<file path="src/rtl/round_key_reader.sv">
// Round-key store and sequencer.
// Captures expanded round keys from the key-expansion write port and replays them to the
// cipher round datapath over a valid/ready stream: ascending for encryption, descending for
// decryption. Each key is fetched with a registered array read, then held until accepted.
module round_key_reader #(
    parameter int unsigned KEY_BITS  = 128,
    parameter int unsigned ADDR_BITS = 4,
    parameter int unsigned DEPTH     = 15
) (
    input  logic                 clk,
    input  logic                 reset,
    input  logic                 w_e,
    input  logic [ADDR_BITS-1:0] round_key_addr,
    input  logic [KEY_BITS-1:0]  round_key,
    input  logic                 keygen_done,
    input  logic [ADDR_BITS-1:0] rounds_total,
    input  logic                 start,
    input  logic                 decrypt,
    input  logic                 rk_ready,
    output logic                 rk_valid,
    output logic [KEY_BITS-1:0]  rk_data,
    output logic [ADDR_BITS-1:0] rk_idx,
    output logic                 rk_last,
    output logic                 keys_loaded,
    output logic                 busy,
    output logic                 done,
    output logic                 abort,
    output logic                 cfg_err
);

    localparam logic [1:0] StIdle    = 2'd0;
    localparam logic [1:0] StFetch   = 2'd1;
    localparam logic [1:0] StPresent = 2'd2;

    localparam logic [ADDR_BITS-1:0] LastSlot = ADDR_BITS'(DEPTH - 1);

    logic [KEY_BITS-1:0] mem [DEPTH];

    logic                 wr_ok;
    logic                 rekey;
    logic                 cfg_ok;

    logic [1:0]           state_q, state_d;
    logic [ADDR_BITS-1:0] ptr_q, ptr_d;
    logic                 dir_q, dir_d;
    logic [ADDR_BITS-1:0] last_idx_q;
    logic                 keys_loaded_q;
    logic                 cfg_err_q;
    logic                 rk_valid_q, rk_valid_d;
    logic [KEY_BITS-1:0]  rk_data_q, rk_data_d;
    logic [ADDR_BITS-1:0] rk_idx_q, rk_idx_d;
    logic                 rk_last_q, rk_last_d;
    logic                 done_q, done_d;
    logic                 abort_q, abort_d;

    assign wr_ok  = w_e && (round_key_addr <= LastSlot);
    // Any write to slot 0 starts a new key schedule.
    assign rekey  = w_e && (round_key_addr == '0);
    assign cfg_ok = rounds_total <= LastSlot;

    // Key array write port; out-of-range slots are silently dropped, contents never reset.
    always_ff @(posedge clk) begin
        if (wr_ok) begin
            mem[round_key_addr] <= round_key;
        end
    end

    // Key-set bookkeeping: last index, loaded flag and configuration error pulse.
    always_ff @(posedge clk) begin
        if (reset) begin
            last_idx_q    <= '0;
            keys_loaded_q <= 1'b0;
            cfg_err_q     <= 1'b0;
        end else begin
            cfg_err_q <= keygen_done && !cfg_ok;
            if (keygen_done && cfg_ok) begin
                last_idx_q <= rounds_total;
            end
            // A slot-0 write in the same cycle as completion wins: the set is not yet complete.
            if (rekey) begin
                keys_loaded_q <= 1'b0;
            end else if (keygen_done) begin
                keys_loaded_q <= cfg_ok;
            end
        end
    end

    // Replay sequencer next-state and output staging.
    always_comb begin
        state_d    = state_q;
        ptr_d      = ptr_q;
        dir_d      = dir_q;
        rk_valid_d = rk_valid_q;
        rk_data_d  = rk_data_q;
        rk_idx_d   = rk_idx_q;
        rk_last_d  = rk_last_q;
        done_d     = 1'b0;
        abort_d    = 1'b0;

        if (rekey && (state_q != StIdle)) begin
            // Re-key kills the pass; the keys being replayed are no longer coherent.
            state_d    = StIdle;
            rk_valid_d = 1'b0;
            rk_last_d  = 1'b0;
            abort_d    = 1'b1;
        end else begin
            case (state_q)
                StIdle: begin
                    if (start && keys_loaded_q) begin
                        dir_d   = decrypt;
                        ptr_d   = decrypt ? last_idx_q : '0;
                        state_d = StFetch;
                    end
                end
                StFetch: begin
                    rk_data_d  = mem[ptr_q];
                    rk_idx_d   = ptr_q;
                    rk_last_d  = dir_q ? (ptr_q == '0) : (ptr_q == last_idx_q);
                    rk_valid_d = 1'b1;
                    state_d    = StPresent;
                end
                StPresent: begin
                    if (rk_ready) begin
                        rk_valid_d = 1'b0;
                        if (rk_last_q) begin
                            rk_last_d = 1'b0;
                            done_d    = 1'b1;
                            state_d   = StIdle;
                        end else begin
                            // rk_last stops the walk at a bound, so ptr never wraps.
                            ptr_d   = dir_q ? (ptr_q - 1'b1) : (ptr_q + 1'b1);
                            state_d = StFetch;
                        end
                    end
                end
                default: begin
                    state_d = StIdle;
                end
            endcase
        end
    end

    // Sequencer state and registered stream outputs.
    always_ff @(posedge clk) begin
        if (reset) begin
            state_q    <= StIdle;
            ptr_q      <= '0;
            dir_q      <= 1'b0;
            rk_valid_q <= 1'b0;
            rk_data_q  <= '0;
            rk_idx_q   <= '0;
            rk_last_q  <= 1'b0;
            done_q     <= 1'b0;
            abort_q    <= 1'b0;
        end else begin
            state_q    <= state_d;
            ptr_q      <= ptr_d;
            dir_q      <= dir_d;
            rk_valid_q <= rk_valid_d;
            rk_data_q  <= rk_data_d;
            rk_idx_q   <= rk_idx_d;
            rk_last_q  <= rk_last_d;
            done_q     <= done_d;
            abort_q    <= abort_d;
        end
    end

    assign rk_valid    = rk_valid_q;
    assign rk_data     = rk_data_q;
    assign rk_idx      = rk_idx_q;
    assign rk_last     = rk_last_q;
    assign keys_loaded = keys_loaded_q;
    assign busy        = (state_q != StIdle);
    assign done        = done_q;
    assign abort       = abort_q;
    assign cfg_err     = cfg_err_q;

endmodule

</file>
<file path="config.mk">
export PLATFORM = sky130hd
export DESIGN_NAME = round_key_reader
export DESIGN_NICKNAME = d
export VERILOG_FILES = /design/src/rtl/round_key_reader.sv
export SDC_FILE = /design/constraint.sdc
export NUM_CORES = 2
export LEC_CHECK = 0
export BUFFER_PORTS_ARGS = -buffer_cell sky130_fd_sc_hd__buf_2
export CAP_MARGIN = 20
export CORE_ASPECT_RATIO = 0.7
export CORE_MARGIN = 3
export CORE_UTILIZATION = 50
export CTS_CLUSTER_SIZE = 10
export DETAILED_ROUTE_END_ITERATION = 10
export GPL_TIMING_DRIVEN = 0
export PLACE_DENSITY_LB_ADDON = 0.05
export SLEW_MARGIN = 25
export SYNTH_ARGS = -nofsm -noshare
export SYNTH_HDL_FRONTEND = slang
export SYNTH_SLANG_ARGS = --single-unit
</file>
<file path="constraint.sdc">
create_clock -name clk -period 18.6 [get_ports clk]
set_clock_uncertainty 0.1 [all_clocks]
set_input_delay 0.93 -clock clk [delete_from_list [all_inputs] [get_ports clk]]
set_output_delay 0.93 -clock clk [all_outputs]
set_load 0.03 [all_outputs]
</file>
==> run_results.csv <==
group,metric,value,unit
detailed_routing,initialDrtViolationCount,4905,
clock_network,postCtsHoldBufs,0,
sta,setup_viol,0,
synthesis,synth_top_flop_cell,"sky130_fd_sc_hd__edfxtp_1",
pwr,p_leak,0.0297,µW
detailed_routing,num_vias,42400,
floorplan,die_x,480,µm
global_route,first_pass_grt_wire_length,303,mm
sta,finalCritPeriodShare,17.9,%
detailed_routing,avgViaCountPerCell,5.97,
synthesis,synth_top_family_by_area,"multiplexers",
finish,final_cells,7103,
flow_run,max_cap_viol_count,0,
synthesis,synthArstFlopShare,0,%
sta,worst_slack_setup_final,15.26,ns
synthesis,synth.yosys.warnings,0,
critical_path,crit_path_top_delay_cell,"sky130_fd_sc_hd__clkbuf_1",
floorplan,die_area,162000,µm²
clock_network,cts_post_setup_buffers_inserted,0,
detailed_routing,routed_wirelength,213,mm
detailed_routing,routed_wire_length_per_instance,30.1,µm
synthesis,synth-adder-area-share,0.0574,%
detailed_routing,ant_nets,0,
synthesis,synth-seq-cells,2069,
placed_design,placedCellCount,6676,
placed_design,globalplace.congestion,0.777,
synthesis,synth-seq-area-share,77.3,%
global_route,via_count_of_the_first_global_routing_pass,41200,
synthesis,post_synthesis_compound_gate_area_fraction,5.41,%
clock_network,clockBufferDepth,3,
clock_network,clock_latency_on_the_worst_skew_pair,0.84,ns
clock_network,postCtsResizedCells,0,
critical_path,cp_max_fo,10,
global_route,initial_antenna_violation_count,44,
placed_design,dpl_worst_slack,14.85,ns
finish,area.growth.synth_to_final,17.8,%
floorplan,io-pin-count,282,
global_route,global_route.usage.total,26.3,%
sta,worstMarginPinSlew,1.12,ns
synthesis,netlist-cell-type-count,53,
global_route,grt_start_max_net_pins,20,
sta,unrepaired_setup_endpoints_after_global_routing,"false",
sta,max_slew_margin,25.4,%
synthesis,yosys.area_share.xor_xnor,0.0670,%
placed_design,numPortBuffers,279,
pwr,report.power.total,9790,µW
critical_path,worst_path_most_repeated_cell,"sky130_fd_sc_hd__clkbuf_1",
clock_network,root_buffer,"sky130_fd_sc_hd__clkbuf_16",
finish,finalInstanceArea,92400,µm²
synthesis,synthesis.area_per_instance,19.0,µm²
floorplan,initial_core_util,50.8,%
synthesis,muxShareOfSynthArea,12.9,%
detailed_routing,drcViolationCount,0,
status,outcome,"finished, final reports clean",
sta,final_period_minus_worst_setup_slack,3.34,ns
detailed_routing,detail_route.first_pass.iterations,6,
worst_hold_path,min_path_type,"in -> reg",
critical_path,cp.required,19.25,ns
global_route,grt-ovfl-total,0,
finish,final_layout_size_suffix_gt1_share,22.6,%
synthesis,synthesis.nets,4283,
synthesis,synth-simple-area-share,2.54,%
placed_design,placed_area,85900,µm²
clock_network,cts_num_sinks,2069,
clock_network,cts.reportedPaths.clkPinSlew,0.06,ns
critical_path,critical_setup_path_class,"reg -> reg",
finish,num-nets-final,4975,
floorplan,site_rows,120,
synthesis,syn-cell-area,78500,µm²
clock_network,cts.htree.levels,4,
placed_design,dp.final_hpwl,141,mm
sta,clock.fmax,0.300,GHz
critical_path,cp_cell_sequence,"buf_4, buf_2, clkbuf_1, clkbuf_1, a31oi_1, o221ai_2",
critical_path,worst_ep_arrival_time,3.99,ns
synthesis,synth_edf_count,1920,
clock_network,number_of_clock_buffers_inserted_by_tritoncts,225,
pwr,powerDensity,106,nW/µm²
critical_path,critical_path.max_stage_delay,0.88,ns
synthesis,syn_inst,4137,
critical_path,end_kind,"flop",
critical_path,worstSetupStartpointType,"flop",
sta,setup_tns,0,ns
floorplan,floorplan.core_area,154000,µm²
clock_network,cts_tree,"done",
pwr,peakVddDrop,0.108,mV
sta,drv_slew,0,
sta,report.final.hold_viol_count,0,
floorplan,chipHeight,337,µm
-- logic make-up (layout without fill, tap and decap cells) --
group	after synthesis	after routing
AND/OR/NAND/NOR	407	407
flip-flops	2069	2069
other	0	18
multiplexers	772	772
XOR/XNOR	6	6
adder cells (fa/ha/maj)	3	3
AO/OA/AOI/OAI	613	613
buffers and inverters	267	1141
-- area by class of cell --
cell class,instances,area (µm²)
Clock inverter,5,72.6
Multi-Input combinational cell,1801,16500
Tap cell,2074,2590
Inverter,7,26.3
Fill cell,11300,62100
Clock buffer,404,6460
Buffer,260,1390
Sequential cell,2069,60600
Timing Repair Buffer,465,4670
Antenna cell,18,45.0
-- power breakdown --
group / switching (µW) / leakage [µW] / internal (µW) / total (µW)
Clock: 1710 / 0.00310 / 2320 / 4040
Sequential: 28.9 / 0.0186 / 5180 / 5210
Combinational: 358 / 0.00807 / 179 / 536
-- final timing paths --
check / from / to / slack, ns / cells past startpoint
worst min-delay path: rk_ready / done$_SDFF_PP0_ / 0.32 / 3
worst max register to register: ptr_q[2]$_SDFFE_PP0P_ / rk_data[78]$_SDFFE_PP0P_ / 15.26 / 6
worst max-delay path: ptr_q[2]$_SDFFE_PP0P_ / rk_data[78]$_SDFFE_PP0P_ / 15.26 / 6
worst min register to register: rk_idx[0]$_SDFFE_PP0P_ / rk_idx[0]$_SDFFE_PP0P_ / 0.35 / 2
-- registers in the layout (all words and copies together) (netlist names) --
| name | flops |
|---|---|
| dir_q | 1 |
| state_q | 2 |
| last_idx_q | 4 |
| ptr_q | 4 |
| rk_idx | 4 |
| rk_last | 1 |
| abort | 1 |
| cfg_err | 1 |
| rk_data | 128 |
| keys_loaded | 1 |
| rk_valid | 1 |
| done | 1 |
| mem | 1920 |
-- per-layer routing --
layer	wire, µm	GRT usage (%)	vias up
met4	5810	7.66	6
met2	94500	38.6	1802
met1	96000	40.8	22000
met5	42	0	-
li1	-	-	18300
met3	17200	4.32	329
-- synth_stat cells, types with 8 or more instances --
| master | count | area, µm² |
|---|---|---|
| sky130_fd_sc_hd__nand3_1 | 72 | 360 |
| sky130_fd_sc_hd__o221ai_2 | 60 | 901 |
| sky130_fd_sc_hd__o22ai_1 | 190 | 1190 |
| sky130_fd_sc_hd__nor3_1 | 71 | 355 |
| sky130_fd_sc_hd__buf_4 | 45 | 338 |
| sky130_fd_sc_hd__buf_2 | 90 | 450 |
| sky130_fd_sc_hd__a31oi_1 | 65 | 407 |
| sky130_fd_sc_hd__nor2b_1 | 9 | 56.3 |
| sky130_fd_sc_hd__nand2_1 | 144 | 541 |
| sky130_fd_sc_hd__buf_1 | 11 | 41.3 |
| sky130_fd_sc_hd__mux2i_1 | 581 | 5820 |
| sky130_fd_sc_hd__o221ai_1 | 8 | 70.1 |
| sky130_fd_sc_hd__nand2b_1 | 72 | 450 |
| sky130_fd_sc_hd__mux4_2 | 190 | 4280 |
| sky130_fd_sc_hd__edfxtp_1 | 1920 | 57700 |
| sky130_fd_sc_hd__clkbuf_1 | 97 | 364 |
| sky130_fd_sc_hd__a22oi_1 | 61 | 458 |
| sky130_fd_sc_hd__nor2_1 | 17 | 63.8 |
| sky130_fd_sc_hd__a21oi_1 | 79 | 395 |
| sky130_fd_sc_hd__dfxtp_1 | 149 | 2980 |
| sky130_fd_sc_hd__o21ai_0 | 129 | 646 |
| sky130_fd_sc_hd__buf_6 | 16 | 180 |
-- worst max-delay path, delay by kind of cell (launching register included) --
family / cells / cell delay [ns]
buffers and inverters: 4 / 2.30
DFF: 1 / 0.34
AOI/OAI and AO/OA: 2 / 0.49
-- metrics by stage --
step,hold slack [ns],utilization [%]
2_1_floorplan,0.410,-
3_3_place_gp,0.354,53.4
3_5_place_dp,0.352,55.6
4_1_cts,0.259,59.8
5_1_grt,0.284,59.8
6_report,0.324,59.8
-- cells in the final DEF (no fill, tap or decap), drive strengths merged, types with 5 or more instances in the layout --
cell type,synthesis,routed
a21o,5,5
edfxtp,1920,1920
a31oi,65,65
diode,0,18
mux2i,581,581
nand2,144,144
nor2b,9,9
clkbuf,98,502
mux4,190,190
a21oi,79,79
buf,162,627
o22ai,190,190
nor2,17,17
o221ai,68,68
nor3,72,72
xnor2,6,6
dfxtp,149,149
nand3,72,72
a22oi,61,61
nand2b,73,73
o21ai,129,129
inv,7,10
(Power assumes the default switching activity.)
